File: config.mk
export PLATFORM = sky130hd
export DESIGN_NAME = lcd_4bit_writer
export DESIGN_NICKNAME = d
export VERILOG_FILES = /design/src/rtl/lcd_pkg.sv /design/src/rtl/lcd_delay_timer.sv /design/src/rtl/lcd_4bit_writer.sv
export SDC_FILE = /design/constraint.sdc
export NUM_CORES = 1
export LEC_CHECK = 0
export CAP_MARGIN = 20
export CORE_MARGIN = 2
export CORE_UTILIZATION = 40
export DETAILED_ROUTE_END_ITERATION = 8
export PLACE_DENSITY_LB_ADDON = 0.12
export SYNTH_ARGS = -nofsm -noshare
export SYNTH_HDL_FRONTEND = slang
export SYNTH_SLANG_ARGS = --single-unit
File: constraint.sdc
create_clock -name qzt_clk -period 2.8 [get_ports qzt_clk]
set_input_delay 0.56 -clock qzt_clk [delete_from_list [all_inputs] [get_ports qzt_clk]]
set_output_delay 0.56 -clock qzt_clk [all_outputs]
set_load 0.005 [all_outputs]
File: src/rtl/lcd_pkg.sv
`default_nettype none
// +--------------------------------------------------------------------------+
// | Module      : lcd_pkg                                                    |
// | Description : Shared types and constants for the HD44780 4-bit writer:   |
// |               FSM state encoding, wait selectors, power-on init ROM,     |
// |               command constants and timer helpers.                       |
// | Revision    : 1.0  initial release                                       |
// +--------------------------------------------------------------------------+
package lcd_pkg;

  // Down-counter width; covers the largest default delay (T_CLEAR / T_POWERUP).
  localparam int TIMER_W  = 20;
  localparam int INIT_LEN = 8;

  localparam logic [7:0] CMD_CLEAR   = 8'h01;
  localparam logic [7:0] CMD_HOME    = 8'h02;
  localparam logic [7:0] CMD_FUNCSET = 8'h28;
  localparam logic [7:0] CMD_ENTRY   = 8'h06;
  localparam logic [7:0] CMD_DISPON  = 8'h0C;

  typedef enum logic [2:0] {
    ST_PWR_WAIT = 3'd0,
    ST_INIT     = 3'd1,
    ST_IDLE     = 3'd2,
    ST_SETUP    = 3'd3,
    ST_E_HIGH   = 3'd4,
    ST_HOLD     = 3'd5,
    ST_GAP      = 3'd6,
    ST_WAIT     = 3'd7
  } lcd_state_e;

  typedef enum logic [1:0] {
    WS_INIT1 = 2'd0,
    WS_INIT2 = 2'd1,
    WS_EXEC  = 2'd2,
    WS_CLEAR = 2'd3
  } wait_sel_e;

  // Single-nibble entries carry their nibble in value[7:4].
  typedef struct packed {
    logic [7:0] value;
    logic       single;
    wait_sel_e  wsel;
  } init_entry_t;

  function automatic init_entry_t init_rom(input logic [2:0] idx);
    init_entry_t e;
    case (idx)
      3'd0:    e = '{value: 8'h30,       single: 1'b1, wsel: WS_INIT1};
      3'd1:    e = '{value: 8'h30,       single: 1'b1, wsel: WS_INIT2};
      3'd2:    e = '{value: 8'h30,       single: 1'b1, wsel: WS_EXEC};
      3'd3:    e = '{value: 8'h20,       single: 1'b1, wsel: WS_EXEC};
      3'd4:    e = '{value: CMD_FUNCSET, single: 1'b0, wsel: WS_EXEC};
      3'd5:    e = '{value: CMD_ENTRY,   single: 1'b0, wsel: WS_EXEC};
      3'd6:    e = '{value: CMD_DISPON,  single: 1'b0, wsel: WS_EXEC};
      default: e = '{value: CMD_CLEAR,   single: 1'b0, wsel: WS_CLEAR};
    endcase
    return e;
  endfunction

  // Clear and return-home are the slow commands.
  function automatic logic needs_clear_wait(input logic rs, input logic [7:0] b);
    return !rs && ((b == CMD_CLEAR) || (b == CMD_HOME));
  endfunction

  // A delay of n cycles is loaded as n-1; the state leaves when the count hits 0.
  function automatic logic [TIMER_W-1:0] load_value(input int unsigned n);
    return TIMER_W'(n - 1);
  endfunction

endpackage
`default_nettype wire

File: src/rtl/lcd_delay_timer.sv
`default_nettype none
// +--------------------------------------------------------------------------+
// | Module      : lcd_delay_timer                                            |
// | Description : Loadable down-counter with zero flag, shared by every wait |
// |               in the LCD writer. Holds at zero until reloaded.           |
// | Ports       : clk_i      clock                                           |
// |               rst_i      synchronous active-high reset (count -> 0)      |
// |               load_i     load load_val_i this cycle                      |
// |               load_val_i value to load                                   |
// |               zero_o     count is zero                                   |
// | Revision    : 1.0  initial release                                       |
// +--------------------------------------------------------------------------+
module lcd_delay_timer
  import lcd_pkg::*;
#(
  parameter int WIDTH = TIMER_W
) (
  input  logic             clk_i,
  input  logic             rst_i,
  input  logic             load_i,
  input  logic [WIDTH-1:0] load_val_i,
  output logic             zero_o
);

  logic [WIDTH-1:0] count_q;

  always_ff @(posedge clk_i) begin
    if (rst_i) begin
      count_q <= '0;
    end else if (load_i) begin
      count_q <= load_val_i;
    end else if (count_q != '0) begin
      count_q <= count_q - WIDTH'(1);
    end
  end

  assign zero_o = (count_q == '0);

endmodule
`default_nettype wire

File: src/rtl/lcd_4bit_writer.sv
`default_nettype none
// +--------------------------------------------------------------------------+
// | Module      : lcd_4bit_writer                                            |
// | Description : HD44780 4-bit-mode byte writer. Runs the power-on init     |
// |               sequence, then sends one byte per valid/ready handshake as |
// |               two E-strobed nibbles followed by the execution delay.     |
// | Ports       : qzt_clk   50 MHz clock                                     |
// |               reset     synchronous active-high reset                    |
// |               in_data   byte to send                                     |
// |               in_rs     0 = command, 1 = character data                  |
// |               in_valid  byte offered                                     |
// |               in_ready  byte accepted this cycle if in_valid             |
// |               init_done init finished; sticky until reset                |
// |               lcd_flags {LCD_RS, LCD_E}                                  |
// |               lcd_data  LCD_DB[7:4]                                      |
// | Revision    : 1.0  initial release                                       |
// +--------------------------------------------------------------------------+
module lcd_4bit_writer
  import lcd_pkg::*;
#(
  parameter int unsigned T_POWERUP = 750000,
  parameter int unsigned T_SETUP   = 2,
  parameter int unsigned T_EPULSE  = 12,
  parameter int unsigned T_HOLD    = 1,
  parameter int unsigned T_GAP     = 50,
  parameter int unsigned T_EXEC    = 2000,
  parameter int unsigned T_CLEAR   = 82000,
  parameter int unsigned T_INIT1   = 205000,
  parameter int unsigned T_INIT2   = 5000
) (
  input  logic       qzt_clk,
  input  logic       reset,
  input  logic [7:0] in_data,
  input  logic       in_rs,
  input  logic       in_valid,
  output logic       in_ready,
  output logic       init_done,
  output logic [1:0] lcd_flags,
  output logic [3:0] lcd_data
);

  lcd_state_e         state_q, state_d;
  logic [2:0]         idx_q, idx_d;          // init ROM pointer
  logic [7:0]         byte_q, byte_d;        // byte being sent
  logic               rs_q, rs_d;
  logic [3:0]         data_q, data_d;        // nibble on the bus
  logic               nib_lo_q, nib_lo_d;    // 1 while sending the low nibble
  logic               armed_q, armed_d;      // power-up delay has been loaded
  logic               init_done_q, init_done_d;

  logic               tmr_load;
  logic [TIMER_W-1:0] tmr_val;
  logic               tmr_zero;

  init_entry_t        rom_entry;
  wait_sel_e          wait_sel;
  logic [TIMER_W-1:0] wait_ticks;
  logic               last_nibble;

  lcd_delay_timer #(
    .WIDTH(TIMER_W)
  ) u_timer (
    .clk_i      (qzt_clk),
    .rst_i      (reset),
    .load_i     (tmr_load),
    .load_val_i (tmr_val),
    .zero_o     (tmr_zero)
  );

  assign rom_entry = init_rom(idx_q);

  // During init the ROM chooses the wait; afterwards it depends on the byte.
  always_comb begin
    wait_sel = WS_EXEC;
    if (!init_done_q) begin
      wait_sel = rom_entry.wsel;
    end else if (needs_clear_wait(rs_q, byte_q)) begin
      wait_sel = WS_CLEAR;
    end
  end

  always_comb begin
    wait_ticks = load_value(T_EXEC);
    case (wait_sel)
      WS_INIT1: wait_ticks = load_value(T_INIT1);
      WS_INIT2: wait_ticks = load_value(T_INIT2);
      WS_CLEAR: wait_ticks = load_value(T_CLEAR);
      default:  wait_ticks = load_value(T_EXEC);
    endcase
  end

  // Init entries 0-3 are a lone high nibble, so they skip GAP and the low half.
  assign last_nibble = nib_lo_q || (!init_done_q && rom_entry.single);

  always_ff @(posedge qzt_clk) begin
    if (reset) begin
      state_q     <= ST_PWR_WAIT;
      idx_q       <= '0;
      byte_q      <= '0;
      rs_q        <= 1'b0;
      data_q      <= '0;
      nib_lo_q    <= 1'b0;
      armed_q     <= 1'b0;
      init_done_q <= 1'b0;
    end else begin
      state_q     <= state_d;
      idx_q       <= idx_d;
      byte_q      <= byte_d;
      rs_q        <= rs_d;
      data_q      <= data_d;
      nib_lo_q    <= nib_lo_d;
      armed_q     <= armed_d;
      init_done_q <= init_done_d;
    end
  end

  always_comb begin
    state_d     = state_q;
    idx_d       = idx_q;
    byte_d      = byte_q;
    rs_d        = rs_q;
    data_d      = data_q;
    nib_lo_d    = nib_lo_q;
    armed_d     = armed_q;
    init_done_d = init_done_q;
    tmr_load    = 1'b0;
    tmr_val     = '0;

    case (state_q)
      ST_PWR_WAIT: begin
        // Reset leaves the timer at zero, so the power-up delay is loaded
        // on the first cycle out of reset.
        if (!armed_q) begin
          armed_d  = 1'b1;
          tmr_load = 1'b1;
          tmr_val  = load_value(T_POWERUP);
        end else if (tmr_zero) begin
          state_d = ST_INIT;
        end
      end

      ST_INIT: begin
        byte_d   = rom_entry.value;
        rs_d     = 1'b0;
        nib_lo_d = 1'b0;
        data_d   = rom_entry.value[7:4];
        state_d  = ST_SETUP;
        tmr_load = 1'b1;
        tmr_val  = load_value(T_SETUP);
      end

      ST_IDLE: begin
        if (in_valid && init_done_q) begin
          byte_d   = in_data;
          rs_d     = in_rs;
          nib_lo_d = 1'b0;
          data_d   = in_data[7:4];
          state_d  = ST_SETUP;
          tmr_load = 1'b1;
          tmr_val  = load_value(T_SETUP);
        end
      end

      ST_SETUP: begin
        if (tmr_zero) begin
          state_d  = ST_E_HIGH;
          tmr_load = 1'b1;
          tmr_val  = load_value(T_EPULSE);
        end
      end

      ST_E_HIGH: begin
        if (tmr_zero) begin
          state_d  = ST_HOLD;
          tmr_load = 1'b1;
          tmr_val  = load_value(T_HOLD);
        end
      end

      ST_HOLD: begin
        if (tmr_zero) begin
          tmr_load = 1'b1;
          if (last_nibble) begin
            state_d = ST_WAIT;
            tmr_val = wait_ticks;
          end else begin
            state_d = ST_GAP;
            tmr_val = load_value(T_GAP);
          end
        end
      end

      ST_GAP: begin
        // The low nibble goes on the bus while E is low, ahead of SETUP.
        if (tmr_zero) begin
          nib_lo_d = 1'b1;
          data_d   = byte_q[3:0];
          state_d  = ST_SETUP;
          tmr_load = 1'b1;
          tmr_val  = load_value(T_SETUP);
        end
      end

      ST_WAIT: begin
        if (tmr_zero) begin
          if (init_done_q) begin
            state_d = ST_IDLE;
          end else if (idx_q == 3'(INIT_LEN - 1)) begin
            init_done_d = 1'b1;
            state_d     = ST_IDLE;
          end else begin
            idx_d   = idx_q + 3'd1;
            state_d = ST_INIT;
          end
        end
      end

      default: begin
        state_d = ST_PWR_WAIT;
      end
    endcase
  end

  assign in_ready  = (state_q == ST_IDLE) && init_done_q;
  assign init_done = init_done_q;
  assign lcd_flags = {rs_q, (state_q == ST_E_HIGH)};
  assign lcd_data  = data_q;

endmodule
`default_nettype wire

# Word-level counts from Yosys, hierarchy flattened
# Cells that the tools add are included.
[totals]
ff_bits = 42
input_bits = 12
out_inout_bits = 8
[classes]
addsub = 2
eq_ne = 26
n_mux = 41
n_bitwise = 2
n_reduce_logical = 22
[op_table]
columns = ["operator", "n"]
rows = [
  ["20-bit case mux with 6 select lines", 1],
  ["20-bit two-way mux", 5],
  ["9-bit case mux with 7 select lines", 1],
  ["18-bit case mux with 3 select lines", 1],
  ["3-bit equality test, second input constant", 8],
  ["3-bit two-way mux", 8],
  ["3-bit case mux with 8 select lines", 1],
  ["20-bit logical NOT", 1],
  ["20-bit nonzero test", 1],
  ["20-bit by 1-bit subtractor with 20-bit output, second input constant", 1],
  ["8-bit case mux with 2 select lines", 1],
  ["2-bit inequality test, second input constant", 7],
  ["3-bit by 2-bit equality test with 1-bit output, second input constant", 4],
  ["1-bit two-way mux", 12],
  ["4-bit two-way mux", 3],
  ["4-bit case mux with 3 select lines", 1],
  ["8-bit by 1-bit equality test with 1-bit output, second input constant", 1],
  ["8-bit by 2-bit equality test with 1-bit output, second input constant", 1],
  ["8-bit two-way mux", 1],
  ["8-bit AND reduction", 1],
  ["3-bit by 1-bit equality test with 1-bit output, second input constant", 2],
  ["3-bit logical NOT", 2],
  ["2-bit two-way mux", 3],
  ["1-bit logical AND", 4],
  ["17 further kinds", 22],
]

# Logic depth before layout (Yosys ltp)
# Gate-level depths: netlist of the first run.
[depth]
depth_word = 11
depth_mapped = 10
ltp_nobuf = 10

# Cells and area by module
# From an unflattened synthesis of the first run, not the netlist that was laid out.
[hier_totals]
hier_cells = 325
area_unflattened_um2 = 2652.5
[by_module_without_submodules]
columns = ["mod", "n_inst", "cells_per_inst", "area_each_um2", "seq_area_each_um2"]
rows = [
  ["lcd_4bit_writer", 1, 203, 1571.5, 440.4],
  ["lcd_delay_timer", 1, 122, 1081.0, 400.4],
]

# Worst setup path before layout of the first run
# No wires, ideal clock.
[synth_path]
kind = "reg-to-reg"
from = "reg idx_q[0]"
to = "reg u_timer.count_q[13]"
setup_ns = 0.123
arrival_time_ns = 1.976
required_ns = 2.677
slack_ns = 0.701
stages_incl_launch_ff = 10
synth_period_minus_slack_ns = 2.099
path_cell_list = "dfxtp_1 inv_1 ha_1 nor3_1 a21oi_1 a21oi_1 and2b_1 buf_4 a21oi_1 a21oi_1"
[synth_between]
elab_chain_cells = 9
word_cells_on_any_way = 19
classes_between = "eq/ne (8); mux (7); reduce/logical (4)"
[synth_lines]
columns = ["element", "line", "text"]
rows = [
  ["start: declaration", "lcd_4bit_writer.sv:43", "logic [2:0] idx_q, idx_d;"],
  ["start signal: assignment", "lcd_4bit_writer.sv:107", "idx_q <= idx_d;"],
  ["3-bit equality test (tied with other cells)", "lcd_pkg.sv:48", "case (idx)"],
  ["9-bit case mux with 7 select lines *", "lcd_pkg.sv:48", ""],
  ["2-bit two-way mux", "lcd_4bit_writer.sv:75", "if (!init_done_q) begin"],
  ["2-bit equality test (tied with other cells)", "lcd_4bit_writer.sv:84", "case (wait_sel)"],
  ["18-bit case mux with 3 select lines", "lcd_4bit_writer.sv:84", ""],
  ["20-bit two-way mux *", "lcd_4bit_writer.sv:183", "if (last_nibble) begin"],
  ["20-bit two-way mux *", "lcd_4bit_writer.sv:181", "if (tmr_zero) begin"],
  ["20-bit case mux with 6 select lines *", "lcd_4bit_writer.sv:129", "case (state_q)"],
  ["20-bit two-way mux *", "lcd_delay_timer.sv:30", "end else if (load_i) begin"],
  ["end signal: assignment", "lcd_delay_timer.sv:31", "count_q <= load_val_i;"],
  ["end signal: assignment", "lcd_delay_timer.sv:33", "count_q <= count_q - WIDTH'(1);"],
  ["end: declaration", "lcd_delay_timer.sv:25", "logic [WIDTH-1:0] count_q;"],
]
# Mark *: on every way between the ends. The rest lies on a longest branch, timed or not.
# A chain may end at the register's enable or synchronous reset.

# Worst setup path in the final report of the first run
[layout_path]
from = "reg u_timer.count_q[5]"
to = "reg idx_q[2]"
[layout_between]
elab_chain_cells = 2
[layout_lines]
columns = ["element", "line", "text"]
rows = [
  ["20-bit logical NOT", "lcd_delay_timer.sv:37", "assign zero_o = (count_q == '0);"],
  ["4-bit AND reduction (no line)", "--", ""],
]
# No other way between the ends.

==> impl_metrics.yaml, run 1 <==
synth:
  yosys.area.top_type: "dfxtp_1"
  yosysWarnings: 0
  yosysSeqAreaShare: 0.3368
  async_reset_ff_frac: 0
  synthesis.area_um2: 2496
  syn_inst: 309
  synth_top_flop_cell: "dfxtp_1"
  avgSynthCellArea_um2: 8.078
  synth_cell_types: 54
  synth_edf_count: 0
  yosysTopAreaCellShare: 0.3368
  ys_ff_latch: 42
  synth_area_leaders: "dfxtp_1 34%, a21oi_1 7.2%, ha_1 6.0%"
  yosysMostFrequentCell: "dfxtp_1"
  synth_nets: 333
  synth_common_cells: "42 x dfxtp_1, 37 x nor2_1, 36 x a21oi_1, 21 x nand2_1, 15 x xor2_1"
floorplanning:
  die_h_um: 83.00
  die_area_um2: 6888
  rows: 28
  start_util: 0.4167
  ios: 20
  core-area_um2: 5991
  dieWidth_um: 83.00
global_routing:
  grt_overflow: 0
  grt_pass1_wl_um: 10630
  antenna_found_initial: 0
  track_usage: 0.1860
  grt_max_degree: 23
  grt_pass1_vias: 2138
clock_tree:
  clock_path_buffers: 2
  postCtsHoldBufs: 0
  cts_num_sinks: 42
  clk_latency_ns: 0.29
  path_clk_slew_ns: 0.09
  cts_tree: "done"
  post_cts_buffers: 0
  htree_levels: 2
  root_buffer: "clkbuf_8"
  cts_resized: 0
  cts_made_buffers: 5
setup_path:
  cpLargestDelayFamily: "simple AND/OR/NAND/NOR gates"
  critical_path.startpoint: "u_timer.count_q[5]"
  path_class: "flip-flop to flip-flop"
  cp-start-kind: "flip-flop"
  rr_startpoint: "u_timer.count_q[5]"
  critPathBufInv: 1
  slowest_delay_ns: 0.48
  arrival_ns: 2.60
  critPathSlowestCell: "nor4_2"
  cp_cell_sequence: "nor4_2, nand4b_1, nor2_2, buf_4, nand4_4, mux2_1, nor2_1"
  worst-path-max-fanout: 8
  cp-end-kind: "flip-flop"
  critPathRequiredTime_ns: 3.03
timing:
  rsz0062_at_grt: "false"
  hold_violations: 0
  setup_ws_ns: 0.4382
  fin_tns_setup_ns: 0
  report.final.slew_viol_count: 0
  holdWs_ns: 0.4542
  post-route-period-util: 0.8435
  max_freq_ghz: 0.4234
  tightest_slew_ns: 0.5561
  fin_skew_ns: 0.007272
  period_minus_slack_ns: 2.362
  setup_viol: 0
  relSlewSlack: 0.6254
detailed_routing:
  antenna_left: 0
  drt_iter0_drc: 115
  drc: 0
  firstDrtPassIters: 4
  wl_per_cell_um: 15.23
  wirelength_um: 6197
  vias: 2203
  via_per_inst: 5.413
place:
  place_area_um2: 2781
  dp_cells: 398
  place_hpwl_um: 4598
  place_ws_ns: 0.1246
  numPortBuffers: 19
  routabilityCongestion: 0.8848
cells_and_area:
  final_cell_area_um2: 2879
  num_antenna_cells: 0
  layout-drive-gt1-share: 0.09940
  finalNonFillerCells: 407
  area_delta_synth_final_pct: 15.34
  nNetsFinal: 355
  fillerInstances: 634
worst_hold_path:
  hold_path_class: "flip-flop to flip-flop"
  hp-start: "lcd_data[0]"
pwr:
  ir_worst_vdd_mv: 0.2018
  p_per_area_nw_per_um2: 419.4
  power.leakage_nw: 1.149
status:
  status: "completed"
flow_run:
  max_cap_violations: 0
[worst register-to-register path: cells and delay by family (launching register included)]
kind | cells | cell delay (ns)
buffers and inverters | 1 | 0.24
DFF | 1 | 0.36
muxes | 1 | 0.33
and+or+nand+nor | 5 | 1.37
[cells by family after synthesis]
kind of cell | count (synthesis) | share of synthesized area
flops | 42 | 0.3368
xor+xnor | 21 | 0.07369
buf+inv | 30 | 0.05514
simple gates | 117 | 0.2461
compound gates | 79 | 0.1955
mux | 8 | 0.03258
fa+ha+maj | 12 | 0.06015
[per-layer routing]
metal  part of all wire  global-route usage  vias up  wire (um)
li1                   -                   -     1127          -
met1               0.47              0.2469     1031       2933
met2               0.49              0.3226       43       3038
met3              0.032             0.02684        2        198
met4             0.0044             0.03577        0         27
met5                  0                   0        -          0
[registers in the layout, indices dropped and copies added (netlist names)]
register         count
nib_lo_q             1
rs_q                 1
state_q              3
byte_q               8
u_timer.count_q     20
idx_q                3
lcd_data             4
init_done            1
armed_q              1
[area by class of cell]
class / count / area [um2] / area share
clock buffers: 5 / 68.82 / 0.02390
clock inverters: 3 / 21.27 / 0.007388
inverters: 13 / 48.80 / 0.01695
multi-input cells: 237 / 1518 / 0.5272
flip-flops and latches: 42 / 840.8 / 0.2920
well taps: 75 / 93.84 / 0.03259
repair buffers: 32 / 287.8 / 0.09996
[per-stage QoR]
step           utilization  power, mW
3_5_place_dp        0.4643     0.8190
4_1_cts             0.4793      1.220
6_report            0.4806      1.207
2_1_floorplan            -     0.7657
5_1_grt             0.4806      1.276
3_3_place_gp        0.4643     0.8180
[path summary, 6_finish.rpt]
kind | end | slack [ns] | depth (start not counted)
max | idx_q[2] | 0.44 | 7
min | lcd_data[0] | 0.45 | 2
max reg2reg | idx_q[2] | 0.44 | 7
min reg2reg | lcd_data[0] | 0.45 | 2
[power by group]
group	internal, mW	switching, mW	leakage [nW]
clock	0.175	0.224	0.0441
combinational	0.0779	0.0878	0.762
sequential	0.619	0.0227	0.343
total	0.873	0.335	1.15
[cells in the final DEF, fill, tap and decap left out, types with 2 or more instances in the layout]
master            n
a31oi_1           2
o31a_1            2
nor2_1           37
nand4_1           2
xor2_1           15
nand2b_1          3
buf_4            13
mux2i_1           7
or3_1             3
a211oi_1          8
nor4_2            2
a21o_1            3
o21ai_1           3
nor3_1           14
nand2_1          21
xnor2_1           6
nor3b_1           2
dfxtp_1          42
a22oi_1           3
inv_1            13
clkbuf_8          5
and3_1            4
and2_1            2
nor2_2            2
nand3_1           7
ha_1             12
o21ai_0          11
clkdlybuf4s50_1  19
nor4_1            7
a21oi_1          36
No activity file was read; power rests on OpenSTA's default activity.
==> inputs of run 2 (changes only) <==
==> constraint.sdc (replaced) <==
create_clock -name qzt_clk -period 2.5 [get_ports qzt_clk]
set_input_delay 0.5 -clock qzt_clk [delete_from_list [all_inputs] [get_ports qzt_clk]]
set_output_delay 0.5 -clock qzt_clk [all_outputs]
set_load 0.005 [all_outputs]
==> run 2 against run 1 <==
Compared with the run above:
- critical path depth decreased by 3
- routed wire length increased by 2.3%
- flip-flop and latch count stayed put
- critical endpoint is now in_ready
- highest routed layer unchanged
- clock-buffer cell count unchanged
==> impl_metrics.yaml, run 2 (synthesized netlist as in run 1, its figures left out) <==
timing:
  post-route-period-util: 0.9076
  tightest_slew_ns: 0.6633
  rsz0062_at_grt: "false"
  fin_skew_ns: 0.01324
  relSlewSlack: 0.5531
  fin_tns_setup_ns: 0
  hold_violations: 0
  setup_viol: 0
  report.final.slew_viol_count: 0
  max_freq_ghz: 0.4407
  period_minus_slack_ns: 2.269
pwr:
  ir_worst_vdd_mv: 0.2310
  power.leakage_nw: 1.185
  p_per_area_nw_per_um2: 464.7
  p_total_mw: 1.365
cells_and_area:
  layout_commonest_cell: "dfxtp_1"
  regMostFlops: "u_timer.count_q"
  finalNonFillerCells: 414
  fillerInstances: 607
  nNetsFinal: 362
  seq_area_um2: 840.8
  largest_reg_flops: 20
  final_cell_area_um2: 2937
  layout-drive-gt1-share: 0.1180
  fin_util: 0.4902
  area_delta_synth_final_pct: 17.64
  num_antenna_cells: 0
  multiInputGateArea_um2: 1523
  layout_common_cells: "42 x dfxtp_1, 37 x nor2_1, 36 x a21oi_1"
clock_tree:
  clk_latency_ns: 0.31
  postCtsHoldBufs: 0
  post_cts_buffers: 0
  clock_path_buffers: 2
  cts_resized: 0
  cts_tree: "done"
  path_clk_slew_ns: 0.09
  cts_num_sinks: 42
  root_buffer: "clkbuf_8"
  cts_made_buffers: 5
  htree_levels: 2
place:
  place_area_um2: 2834
  place_hpwl_um: 4591
  routabilityCongestion: 0.8343
  numPortBuffers: 19
  dp_cells: 405
detailed_routing:
  wl_per_cell_um: 15.31
  firstDrtPassIters: 4
  drt_iter0_drc: 124
  via_per_inst: 5.386
  antenna_left: 0
  drc: 0
  wirelength_um: 6340
  vias: 2230
global_routing:
  grt_pass1_vias: 2109
  grt_pass1_wl_um: 10290
  antenna_found_initial: 0
  track_usage: 0.1838
  grt_max_degree: 23
  grt_overflow: 0
setup_path:
  cp_cell_sequence: "nor2b_1, buf_4, and3_1, clkdlybuf4s50_1"
  slowest_delay_ns: 0.49
  cp-start-kind: "flip-flop"
  worst-path-max-fanout: 7
  cp-end-kind: "output port"
  arrival_ns: 1.77
  path_class: "flip-flop to output port"
  critPathSlowestCell: "clkdlybuf4s50_1"
  critPathRequiredTime_ns: 2.00
  cpLargestDelayFamily: "buffers and inverters"
  critPathBufInv: 2
floorplanning:
  ios: 20
  die_h_um: 83.00
  die_area_um2: 6888
  start_util: 0.4167
  rows: 28
  core-area_um2: 5991
  dieWidth_um: 83.00
flow_run:
  max_cap_violations: 0
status:
  status: "completed"
worst_hold_path:
  hold_path_class: "flip-flop to flip-flop"
## run 2: layout make-up
type,count,share of cell area
multi-input cells,237,0.5185
flip-flops and latches,42,0.2863
repair buffers,39,0.1159
well taps,75,0.03196
clock buffers,5,0.02343
inverters,13,0.01662
clock inverters,3,0.007243
## run 2: stage by stage
stage | worst slack, ns | hold WS, ns
finish | 0.2310 | 0.4532
global route | 0.07213 | 0.4707
CTS | 0.03821 | 0.4560
detailed placement | -0.03742 | 0.4430
global placement | 0.0004217 | 0.4415
floorplan | 0.4014 | 0.4316
## run 2: path summary, 6_finish.rpt
kind	start	end	slack, ns	cells past startpoint
worst max register to register	u_timer.count_q[11]	idx_q[2]	0.24	8
worst min-delay path	lcd_data[0]	lcd_data[0]	0.45	2
worst max-delay path	state_q[1]	in_ready	0.23	4
worst min register to register	lcd_data[0]	lcd_data[0]	0.45	2
## run 2: power breakdown
part,switching [mW],internal [mW],total [mW]
sequential,0.0248,0.694,0.719
combinational,0.101,0.0920,0.193
clock,0.256,0.196,0.453
total,0.382,0.982,1.36
## run 2: layer usage
| layer | track usage | vias to the layer above | wire, um |
|---|---|---|---|
| li1 | - | 1147 | - |
| met1 | 0.2374 | 1025 | 2919 |
| met2 | 0.3123 | 51 | 3070 |
| met3 | 0.03579 | 7 | 286 |
| met4 | 0.05067 | 0 | 63 |
| met5 | 0 | - | 0 |
## run 2: worst min-delay path: cells and delay by family, from the launching register on
kind               cells  cell delay (ns)
AOI/OAI and AO/OA      1             0.05
DFF                    1             0.32
and+or+nand+nor        1             0.05
